## config.mk

```make
export PLATFORM = sky130hd
export DESIGN_NAME = sqrt_arbiter
export DESIGN_NICKNAME = d
export VERILOG_FILES = /design/src/rtl/sqrt_arbiter.sv
export SDC_FILE = /design/constraint.sdc
export NUM_CORES = 1
export LEC_CHECK = 0
export CAP_MARGIN = 10
export CELL_PAD_IN_SITES_DETAIL_PLACEMENT = 0
export CELL_PAD_IN_SITES_GLOBAL_PLACEMENT = 1
export CORE_MARGIN = 4
export CORE_UTILIZATION = 26
export DETAILED_ROUTE_END_ITERATION = 10
export GPL_TIMING_DRIVEN = 0
export MAX_ROUTING_LAYER = met4
export PLACE_DENSITY_LB_ADDON = 0.1
export SLEW_MARGIN = 15
export SYNTH_ARGS = -nofsm -noshare
export SYNTH_HDL_FRONTEND = slang
export SYNTH_SLANG_ARGS = --single-unit
```

## constraint.sdc

```tcl
create_clock -name clk -period 2.73 [get_ports clk]
set_input_delay 0.6825 -clock clk [delete_from_list [all_inputs] [get_ports clk]]
set_output_delay 0.6825 -clock clk [all_outputs]
set_load 0.02 [all_outputs]
```

## src/rtl/sqrt_arbiter.sv

```systemverilog
// Purpose: round-robin share of one fixed-point square-root unit among NUM_REQ requesters, one op in flight.
// Latency: accept -> sq_in_valid 1 cycle; sq_out_valid -> rsp_valid 1 cycle; timeout response TIMEOUT cycles after start.
// Backpressure: rsp_valid holds id/data/err stable until rsp_ready; no new grant until that handshake completes.
//
// Ports:
//   clk, rst        clock, synchronous active-high reset (shared with the root unit)
//   req_valid/data  per-requester operand; requester i uses req_data[i*DATA_W +: DATA_W]
//   req_ready       one-hot combinational accept strobe, only ever high in ARB
//   rsp_*           tagged result to the consumer; rsp_err marks a watchdog timeout
//   sq_*            handshake to the shared root unit
module sqrt_arbiter #(
  parameter int NUM_REQ = 4,
  parameter int ID_W    = 2,
  parameter int DATA_W  = 32,
  parameter int TIMEOUT = 64
) (
  input  logic                      clk,
  input  logic                      rst,
  input  logic [NUM_REQ-1:0]        req_valid,
  input  logic [NUM_REQ*DATA_W-1:0] req_data,
  output logic [NUM_REQ-1:0]        req_ready,
  output logic                      rsp_valid,
  input  logic                      rsp_ready,
  output logic [ID_W-1:0]           rsp_id,
  output logic [DATA_W-1:0]         rsp_data,
  output logic                      rsp_err,
  output logic [DATA_W-1:0]         sq_n,
  output logic                      sq_in_valid,
  input  logic                      sq_ready,
  input  logic [DATA_W-1:0]         sq_out,
  input  logic                      sq_out_valid
);

  localparam int WD_W = $clog2(TIMEOUT + 1);

  typedef enum logic [1:0] {ARB, ISSUE, WAIT, RESP} state_e;

  state_e            state_q, state_d;
  logic [ID_W-1:0]   rr_ptr_q, rr_ptr_d;
  logic [DATA_W-1:0] sq_n_q, sq_n_d;
  logic [ID_W-1:0]   rsp_id_q, rsp_id_d;
  logic [DATA_W-1:0] rsp_data_q, rsp_data_d;
  logic              rsp_err_q, rsp_err_d;
  logic [WD_W-1:0]   wd_q, wd_d;

  logic              gnt_vld;
  logic [ID_W-1:0]   gnt_id;
  logic [ID_W:0]     arb_sum;
  logic [ID_W-1:0]   arb_idx;
  logic [DATA_W-1:0] gnt_data;

  // Search upward from rr_ptr, wrapping; the first asserted request wins.
  always_comb begin
    gnt_vld = 1'b0;
    gnt_id  = '0;
    arb_sum = '0;
    arb_idx = '0;
    for (int k = 0; k < NUM_REQ; k++) begin
      arb_sum = {1'b0, rr_ptr_q} + (ID_W+1)'(k);
      if (arb_sum >= (ID_W+1)'(NUM_REQ)) begin
        arb_sum = arb_sum - (ID_W+1)'(NUM_REQ);
      end
      arb_idx = arb_sum[ID_W-1:0];
      if (!gnt_vld && req_valid[arb_idx]) begin
        gnt_vld = 1'b1;
        gnt_id  = arb_idx;
      end
    end
  end

  assign gnt_data = req_data[int'(gnt_id)*DATA_W +: DATA_W];

  always_comb begin
    state_d    = state_q;
    rr_ptr_d   = rr_ptr_q;
    sq_n_d     = sq_n_q;
    rsp_id_d   = rsp_id_q;
    rsp_data_d = rsp_data_q;
    rsp_err_d  = rsp_err_q;
    wd_d       = wd_q;
    case (state_q)
      ARB: begin
        if (gnt_vld) begin
          sq_n_d   = gnt_data;
          rsp_id_d = gnt_id;
          state_d  = ISSUE;
        end
      end
      ISSUE: begin
        if (sq_ready) begin
          wd_d    = '0;
          state_d = WAIT;
        end
      end
      WAIT: begin
        wd_d = wd_q + WD_W'(1);
        // A result arriving on the final watchdog cycle still beats the timeout.
        if (sq_out_valid) begin
          rsp_data_d = sq_out;
          rsp_err_d  = 1'b0;
          state_d    = RESP;
        end else if (wd_q == WD_W'(TIMEOUT - 1)) begin
          rsp_data_d = '0;
          rsp_err_d  = 1'b1;
          state_d    = RESP;
        end
      end
      RESP: begin
        if (rsp_ready) begin
          rr_ptr_d = (rsp_id_q == ID_W'(NUM_REQ - 1)) ? '0 : rsp_id_q + ID_W'(1);
          state_d  = ARB;
        end
      end
      default: state_d = ARB;
    endcase
  end

  always_ff @(posedge clk) begin
    if (rst) begin
      state_q    <= ARB;
      rr_ptr_q   <= '0;
      sq_n_q     <= '0;
      rsp_id_q   <= '0;
      rsp_data_q <= '0;
      rsp_err_q  <= 1'b0;
      wd_q       <= '0;
    end else begin
      state_q    <= state_d;
      rr_ptr_q   <= rr_ptr_d;
      sq_n_q     <= sq_n_d;
      rsp_id_q   <= rsp_id_d;
      rsp_data_q <= rsp_data_d;
      rsp_err_q  <= rsp_err_d;
      wd_q       <= wd_d;
    end
  end

  // Strobes are masked while rst is high so nothing is accepted or started
  // in a cycle whose state update is about to be discarded.
  assign req_ready   = (state_q == ARB && gnt_vld && !rst) ? (NUM_REQ'(1) << gnt_id) : '0;
  assign sq_in_valid = (state_q == ISSUE) && sq_ready && !rst;
  assign rsp_valid   = (state_q == RESP);
  assign rsp_id      = rsp_id_q;
  assign rsp_data    = rsp_data_q;
  assign rsp_err     = rsp_err_q;
  assign sq_n        = sq_n_q;

endmodule
```

# Word-level counts from Yosys, hierarchy flattened
# Index checks and enable logic that the tools add are counted.
# totals
wordCells	88
in_bits	169
ff_bits	78
output_inout_bits	73
# op_classes
shifts	2
magnitude_cmp	8
n_reduce_logical	19
n_mux	34
add_sub_neg	9
eq_ne	9
# op_table
cell	n
128-bit by 8-bit indexed part select with 32-bit output	1
32-bit two-way mux	2
2-bit two-way mux	14
7-bit case mux with 2 select lines	1
2-bit by 3-bit < comparator with 1-bit output (second input constant)	4
1-bit two-way mux	10
3-bit >= comparator (second input constant)	3
1-bit binary-select mux with 2-bit select	4
2-bit case mux with 4 select lines	1
2-bit AND reduction	4
2-bit by 1-bit subtractor with 2-bit output (second input constant)	4
7-bit by 1-bit adder with 7-bit output (second input constant)	1
7-bit by 6-bit equality test with 1-bit output (second input constant)	1
1-bit logical AND	7
7-bit two-way mux	1
2-bit by 2-bit adder with 3-bit output (second input constant)	2
2-bit equality test (second input constant)	3
1-bit zero test	4
4-bit two-way mux	1
2-bit != test (second input constant)	2
4-bit AND reduction	1
2-bit nonzero test	2
1-bit by 2-bit << shifter with 4-bit output (first input constant)	1
2-bit by 1-bit adder with 3-bit output (second input constant)	1
6 further kinds	6

# Longest topological paths before layout
# Gate-level depths: netlist (run 1).
# logic_depth
word_depth	17
mapped_depth	8
depth_no_buf	7

# Worst setup path after synthesis (run 1)
# Ideal clock, no wire load.
# synth_path
kind	input to output
start	in req_valid[1]
end	out req_ready[2]
path_slack_ns	0.139
t_arrival_ns	1.908
required_time_ns	2.047
path_buffers	3
stages	7
path_cell_list	buf_2 nor4_1 nand2b_1 buf_4 buf_2 nor2_1 and3_1
# synth_between
elab_chain_cells	15
word_cells_on_any_way	26
cone_classes	shift: 1; mux: 17; reduce/logical: 8
# synth_rtl
item	line_no	source
from (decl)	19	input logic [NUM_REQ-1:0] req_valid,
1-bit binary-select mux with 2-bit select	64	if (!gnt_vld && req_valid[arb_idx]) begin
1-bit two-way mux (not written as such)	64	
1-bit two-way mux	64	
1-bit zero test	64	
1-bit logical AND	64	
1-bit two-way mux	64	
1-bit zero test	64	
1-bit logical AND	64	
1-bit two-way mux	64	
1-bit zero test	64	
1-bit logical AND	64	
1-bit two-way mux	64	
1-bit logical AND (2 in a row)	140	assign req_ready = (state_q == ARB && gnt_vld && !rst) ? (NUM_REQ'(1) << gnt_id) : '0;
4-bit two-way mux *	140	
to (decl)	21	output logic [NUM_REQ-1:0] req_ready,
# Every way passes the cells marked *; elsewhere a longest branch is shown, timed or not. The select of a mux whose other input is x is not followed.

# Final worst setup path (run 1)
# layout_path
start	in req_valid[3]
end	out req_ready[0]
# The elaborated chain is that of the path after synthesis.

==> summary.txt, run 1 <==
Synth
  – Cells after Synth: ~460
  – FF+latch count, synth: between 70 and 80
  – Largest area contributor in the netlist: dfxtp_1
  – Post-synth EDFFs: 0
  – Post-synth top area share: ~40%
  – Synth top area cells: dfxtp_1, nand3_1, nor2_1, a311oi_1, a221oi_1
  – Most used DFF post-synth: dfxtp_1
  – Synth unique cells: 44
  – Sequential area share after synthesis: slightly above 40%
  – Asr flop ratio synth: 0%
  – Mapped cell area: ~0.0039 mm2
  – Syn Area/Cell: 8.527 um2
  – Yosys warns: 0
  – Synth Net Count: 630

Floorplanning
  – Die area: between 0.015 and 0.02 mm2
  – I/O pins: 242
  – Die H: between 100 and 150 um
  – Num rows: 44
  – Core Area: ~0.015 mm2
  – Initial core utilization: between 20% and 30%
  – Die W: between 100 and 150 um

Power
  – IR drop worst, VDD: 0.3175 mV
  – Pwr dens: about 750 mW/mm2
  – Pleak: approximately 2.4 nW

Worst setup path
  – Reg-to-reg slack, setup: ~520 ps
  – CP Class: in -> out
  – Reg-to-reg startpoint: wd_q[0]$_SDFFE_PP0P_
  – Crit-path max FO: 10
  – Crit start category: primary input
  – Worst EP required: 2050 ps
  – CP Capture Type: output port
  – Arrival time worst endpoint: 1960 ps
  – Worst R2R End: rsp_data[20]$_SDFFE_PP0P_
  – FF-to-FF path depth: 8

Clock network
  – CTS Buf Count: 9
  – Clock Pin Slew Worst Setup and Hold Paths: 70 ps
  – Clock Sinks: slightly below 80
  – TritonCTS clock tree: built
  – Skew-Pair Late Insertion Delay: between 300 and 400 ps
  – Clk root buf: clkbuf_16
  – # H-tree levels: 3
  – Clock Path Buffers: 2
  – CTS Hold Buffers Added: 0

STA
  – Setup violators final: 0
  – Ratio of final minimum period to clock period: between 90% and 100%
  – Rel. slew slack: between 60% and 70%
  – Max-slew violations: 0
  – RSZ-0062 raised after global routing: false
  – Max Clock Skew: ~5.3 ps
  – Hold Fails Final Rpt: 0
  – Final Critical Period: ~2600 ps
  – Worst Tran Pin Value: ~550 ps
  – Max Clock Freq: around 380 MHz
  – Setup_tns: 0 ps

GRT
  – Antenna violations before repair: 0
  – Vias in the first global route: between 4k and 5k
  – Grt ovf: 0
  – All-Layer GR Usage: between 10% and 20%
  – First-pass GRT wire length: between 20,000 and 30,000 um
  – Largest net degree at the start of global routing: 20

Drt
  – Vias: roughly 4.6k
  – Wire per inst: roughly 19 um
  – Routed WL: between 15,000 and 20,000 um
  – Vias/cell: between 5 and 6
  – Drt first pass iters: 4
  – Detailed router's first-iteration violation count: 220
  – Post-route DRC: 0
  – Post-route ant nets: 0

Final layout
  – Ant. Diodes: 0
  – Most common cell after layout, fill and taps aside: clkdlybuf4s50_1
  – Fin util: a little under half
  – Nets: about 880
  – Commonest cells after routing, fill and taps aside: clkdlybuf4s50_1, nor2_1, dfxtp_1
  – Fillers: about 1.4k
  – Area growth from synthesis to layout: 76.23%
  – Layout cells sized above 1: slightly above 9%

Placement
  – Routability congestion estimate: approximately 0.81
  – Hpwl dp: approximately 13,000 um
  – # port buffers: ~240

Worst hold path
  – Hold Path Depth: 2
  – Hold Crit Class: reg -> reg
  – Worst Hold End: rsp_err$_SDFFE_PP0P_
  – HP Start: rsp_err$_SDFFE_PP0P_

Status
  – Outcome: finished, final reports clean

Job
  – MaxCap Viol Count: 0
[sequential cells by signal, indices dropped and copies added, names as in the netlist]
name and flops:
rsp_id 2, state_q 2, rsp_err 1, rr_ptr_q 2
sq_n 32, wd_q 7, rsp_data 32
[stage by stage]
stage | area [um2] | hold slack (ps) | cells | total power, mW | setup WS [ps]
floorplan | 3880 | 457.2 | 455 | 2.830 | 139.1
global placement | 6482 | 446.6 | 876 | 3.929 | -1134
detailed placement | 6482 | 443.9 | 876 | 3.972 | -1189
CTS | 6814 | 457.7 | 893 | 5.179 | -36.41
global route | 6838 | 470.5 | 897 | 5.441 | 37.95
finish | 6838 | 455.5 | 897 | 5.121 | 89.64
[worst max path at each step]
stage,cells after the start,from,endpoint
5_1_grt,7,req_valid[3],req_ready[0]
2_1_floorplan,7,req_valid[1],req_ready[2]
3_5_place_dp,9,req_valid[0],req_ready[2]
6_report,7,req_valid[3],req_ready[0]
3_3_place_gp,9,req_valid[0],req_ready[2]
4_1_cts,8,req_valid[0],req_ready[2]
[cell usage after synthesis (all sizes together) (4+ instances only)]
cell type and n:
buf 23, a21oi 9, a22oi 33, mux2i 4
nor2 81, nand2 12, a221oi 31, clkbuf 28
a311oi 32, nand2b 4, nand3 66, dfxtp 78
inv 7, ha 6, nor3 4
[critical path, stage by stage]
cell	delay, ps
buf_4	140
and2b_2	260
a31oi_1	260
nand2_4	120
clkbuf_8	180
and2_1	150
buf_2	160
[what timing repair did]
item	in CTS	in global routing
resized for setup	28	6
setup buffers	4	4
endpoints found under the hold margin	0	0
pin swaps	2	1
setup endpoints to repair	5	3
[where the power goes]
group	internal [mW]	switching, mW	total, mW	leakage [nW]
Sequential	1.43	0.161	1.59	0.638
Clock	0.623	0.519	1.14	0.129
Combinational	1.14	1.25	2.39	1.67
[kinds of logic (layout without fill, tap and decap cells)]
| family | after synthesis | after routing | synth area share, % |
|---|---|---|---|
| mux | 4 | 4 | 1.032 |
| buf+inv | 58 | 316 | 8.514 |
| xor+xnor | 4 | 4 | 0.9031 |
| simple gates | 180 | 180 | 20.96 |
| fa+ha+maj | 6 | 6 | 1.935 |
| flops | 78 | 78 | 40.25 |
| compound gates | 125 | 125 | 26.41 |
[layer usage]
metal | vias to the layer above | global-route usage, % | wire length [um]
li1 | 2220 | - | -
met1 | 2179 | 22.83 | 6783
met2 | 185 | 33.68 | 8397
met3 | 18 | 5.321 | 1403
met4 | 0 | 4.462 | 193
met5 | - | - | 0
[final cells by class]
type / instances / area, um2 / share of cell area, %
inverters: 7 / 26.28 / 0.3843
multi-input cells: 319 / 2027 / 29.64
flip-flops and latches: 78 / 1562 / 22.84
repair buffers: 245 / 2409 / 35.22
well taps: 184 / 230.2 / 3.367
clock inverters: 6 / 46.29 / 0.6770
clock buffers: 10 / 229.0 / 3.349
plain buffers: 48 / 309.0 / 4.520
(Power assumes the default switching activity.)
==> inputs of run 2 (changes only) <==
--- a/config.mk
+++ b/config.mk
@@ -9,12 +9,11 @@
 export CELL_PAD_IN_SITES_DETAIL_PLACEMENT = 0
 export CELL_PAD_IN_SITES_GLOBAL_PLACEMENT = 1
 export CORE_MARGIN = 4
-export CORE_UTILIZATION = 26
+export CORE_UTILIZATION = 23
 export DETAILED_ROUTE_END_ITERATION = 10
 export GPL_TIMING_DRIVEN = 0
 export MAX_ROUTING_LAYER = met4
 export PLACE_DENSITY_LB_ADDON = 0.1
-export SLEW_MARGIN = 15
 export SYNTH_ARGS = -nofsm -noshare
 export SYNTH_HDL_FRONTEND = slang
 export SYNTH_SLANG_ARGS = --single-unit
==> constraint.sdc (replaced) <==
create_clock -name clk -period 2.3 [get_ports clk]
set_input_delay 0.575 -clock clk [delete_from_list [all_inputs] [get_ports clk]]
set_output_delay 0.575 -clock clk [all_outputs]
set_load 0.02 [all_outputs]
==> run 2 against run 1 <==
First-iteration DRC count shrank 17%. Global-route usage shrank 1.3 points. Critical endpoint unchanged. Clock skew grew 0.92 ps. Largest power group unchanged. Wire length grew 6.4%. Clock-buffer cell count is the same. Critical path type is now reg -> out. Clock power grew 18%. Largest cell class unchanged. Critical path depth is the same.
==> summary.txt, run 2 (synthesis results as in run 1) <==
STA
  – Max Clock Freq: between 400 and 500 MHz
  – Max-slew violations: 0 (unchanged)
  – Rel. slew slack: 61.51% (was 63.04%)
  – Final WS setup: 1.306 ps (was 89.64 ps)
  – Final Critical Period: 2299 ps
  – Hold Fails Final Rpt: 0 (unchanged)
  – RSZ-0062 raised after global routing: true (was false)
  – Ratio of final minimum period to clock period: 99.94%
  – Setup violators final: 0 (unchanged)
  – Max Clock Skew: 6.230 ps (was 5.308 ps)
  – Hold WS: 456.3 ps (was 455.5 ps)
  – Worst Tran Pin Value: 577.3 ps (was 554.4 ps)
  – Setup_tns: 0 ps (unchanged)

Drt
  – Post-route DRC: 0 (unchanged)
  – Wire per inst: 19.03 um (was 18.70 um)
  – Drt first pass iters: 4 (unchanged)
  – Detailed router's first-iteration violation count: 183 (was 220)
  – Post-route ant nets: 0 (unchanged)
  – Routed WL: 17,850 um (was 16,780 um)
  – Vias: 4,634 (was 4,602)
  – Vias/cell: 4.940 (was 5.130)

GRT
  – Largest net degree at the start of global routing: 20 (unchanged)
  – First-pass GRT wire length: 25,900 um (was 25,050 um)
  – GRT met1 Usage: 21.21% (was 22.83%)
  – Met2 Usage GRT: 31.53% (was 33.68%)
  – GR Util met3: 5.007% (was 5.321%)
  – Vias in the first global route: 4,594 (was 4,611)
  – Grt ovf: 0 (unchanged)
  – Antenna violations before repair: 0 (unchanged)
  – All-Layer GR Usage: 18.31% (was 19.60%)
  – GRT Max-Usage Layer: met2 (unchanged)

Worst setup path
  – Most frequent CP cell: buf_6
  – Worst R2R End: sq_n[27]$_SDFFE_PP0P_ (was rsp_data[20]$_SDFFE_PP0P_)
  – CP Class: reg -> out (was in -> out)
  – FF-to-FF path depth: 8 (unchanged)
  – Crit path cell chain: buf_6 -> and2b_2 -> a31oi_2 -> nand2_2 -> buf_8 -> and2_4 -> buf_6 (was buf_4 -> and2b_2 -> a31oi_1 -> nand2_4 -> clkbuf_8 -> and2_1 -> buf_2)
  – Worst EP required: 1730 ps (was 2050 ps)
  – Crit start category: flip-flop (was primary input)
  – Arrival time worst endpoint: 1720 ps (was 1960 ps)
  – Slowest CP cell: dfxtp_2 (was and2b_2)
  – Reg-to-reg slack, setup: 170 ps (was 520 ps)
  – Crit-path max FO: 10 (unchanged)
  – CP Capture Type: output port (unchanged)
  – Reg-to-reg startpoint: rr_ptr_q[1]$_SDFFE_PP0P_ (was wd_q[0]$_SDFFE_PP0P_)
  – CP max stage delay: 330 ps (was 260 ps)

Final layout
  – Fillers: 1,734 (was 1,424)
  – Commonest cells after routing, fill and taps aside: clkdlybuf4s50_1, nor2_1, dfxtp_1 (unchanged)
  – Post-Layout Cell Count: 938 (was 897)
  – Most common cell after layout, fill and taps aside: clkdlybuf4s50_1 (unchanged)
  – Fin util: 42.08% (was 46.87%)
  – Post-layout instance area: 0.006978 mm2 (was 0.006838 mm2)
  – Nets: 888 (was 883)
  – Ant. Diodes: 0 (unchanged)
  – Layout cells sized above 1: 11.84% (was 9.116%)
  – Area growth from synthesis to layout: 79.85% (was 76.23%)

Floorplanning
  – Num rows: 47 (was 44)
  – I/O pins: 242 (unchanged)
  – Die area: 0.01901 mm2 (was 0.01694 mm2)
  – Die H: 137.9 um (was 130.2 um)
  – Die W: 137.9 um (was 130.2 um)
  – Core Area: 0.01658 mm2 (was 0.01459 mm2)
  – Initial core utilization: 23.40% (was 26.60%)

Clock network
  – Clock Pin Slew Worst Setup and Hold Paths: 60 ps (was 70 ps)
  – Clk root buf: clkbuf_16 (unchanged)
  – Skew-Pair Late Insertion Delay: 340 ps (was 350 ps)
  – CTS Hold Buffers Added: 0 (unchanged)
  – CTS Buf Count: 9 (unchanged)
  – Clock Path Buffers: 2 (unchanged)
  – # H-tree levels: 3 (unchanged)
  – TritonCTS clock tree: built (unchanged)
  – Clock Sinks: 78 (unchanged)

Status
  – Outcome: finished, final reports clean (unchanged)

Power
  – Pwr dens: 880.5 mW/mm2 (was 749.0 mW/mm2)
  – Pleak: 2.496 nW (was 2.435 nW)
  – Total power draw: 6.144 mW (was 5.121 mW)
  – IR drop worst, VDD: 0.3958 mV (was 0.3175 mV)

Placement
  – Hpwl dp: 13,470 um (was 12,730 um)
  – Dpl ws: -1274 ps (was -1189 ps)
  – Placed cell areas: 0.006543 mm2 (was 0.006482 mm2)
  – Routability congestion estimate: 0.8011 (was 0.8136)
  – Placed insts: 912 (was 876)
  – # port buffers: 237 (unchanged)

Worst hold path
  – HP Start: rsp_err$_SDFFE_PP0P_ (unchanged)
  – Hold Path Depth: 2 (unchanged)
  – Hold Crit Class: reg -> reg (unchanged)
  – Worst Hold End: rsp_err$_SDFFE_PP0P_ (unchanged)

Job
  – MaxCap Viol Count: 0 (unchanged)
-- run 2: cell count changes in the layout (fill, tap and decap cells not counted), sizes merged --
| cell | previous run | this run |
|---|---|---|
| inv | 9 | 8 |
| clkdlybuf4s50 | 231 | 230 |
| dlymetal6s2s | 0 | 1 |
| clkinvlp | 2 | 1 |
| clkinv | 2 | 4 |
| clkbuf | 38 | 36 |
| dlygate4sd2 | 1 | 0 |
| buf | 33 | 41 |
-- run 2: area by class of cell --
class	count	area (um2)	area share, %
plain buffers	48	324.1	4.644
clock buffers	10	229.0	3.281
clock inverters	6	47.55	0.6814
inverters	7	26.28	0.3765
multi-input cells	319	2052	29.41
flip-flops and latches	78	1563	22.40
well taps	220	275.3	3.945
repair buffers	250	2461	35.27
-- run 2: repair_timing --
action	4_1_cts	5_1_grt
buffers inserted	4	8
pin swaps	2	5
gates cloned	1	0
resized for setup	47	21
endpoints found under the setup margin	27	35
endpoints found under the hold margin	0	0
-- run 2: per-layer routing --
layer / vias up / share of wire [%]
li1: 2226 / -
met1: 2233 / 42
met2: 159 / 50
met3: 16 / 7.3
met4: 0 / 1.3
met5: - / 0
-- run 2: power by group --
group / internal [mW] / leakage (nW) / switching, mW
Sequential: 1.69 / 0.639 / 0.185
Clock: 0.739 / 0.133 / 0.607
Combinational: 1.39 / 1.72 / 1.53
Total: 3.82 / 2.50 / 2.32
-- run 2: critical path: cells and delay by family, from the launching register on --
| kind | cells | cell delay (ps) |
|---|---|---|
| buf+inv | 3 | 380 |
| flops | 1 | 330 |
| compound gates | 1 | 180 |
| simple gates | 3 | 480 |
-- run 2: worst max-delay path by stage --
| stage | endpoint | from | depth (start not counted) | slack, ps |
|---|---|---|---|---|
| 2_1_floorplan | req_ready[2] | req_valid[1] | 7 | 7 |
| 3_3_place_gp | req_ready[2] | req_valid[0] | 9 | -1270 |
| 3_5_place_dp | req_ready[0] | req_valid[0] | 8 | -1270 |
| 4_1_cts | req_ready[0] | rr_ptr_q[1]$_SDFFE_PP0P_ | 7 | -180 |
| 5_1_grt | req_ready[0] | rr_ptr_q[1]$_SDFFE_PP0P_ | 7 | -50 |
| 6_report | req_ready[0] | rr_ptr_q[1]$_SDFFE_PP0P_ | 7 | 1 |
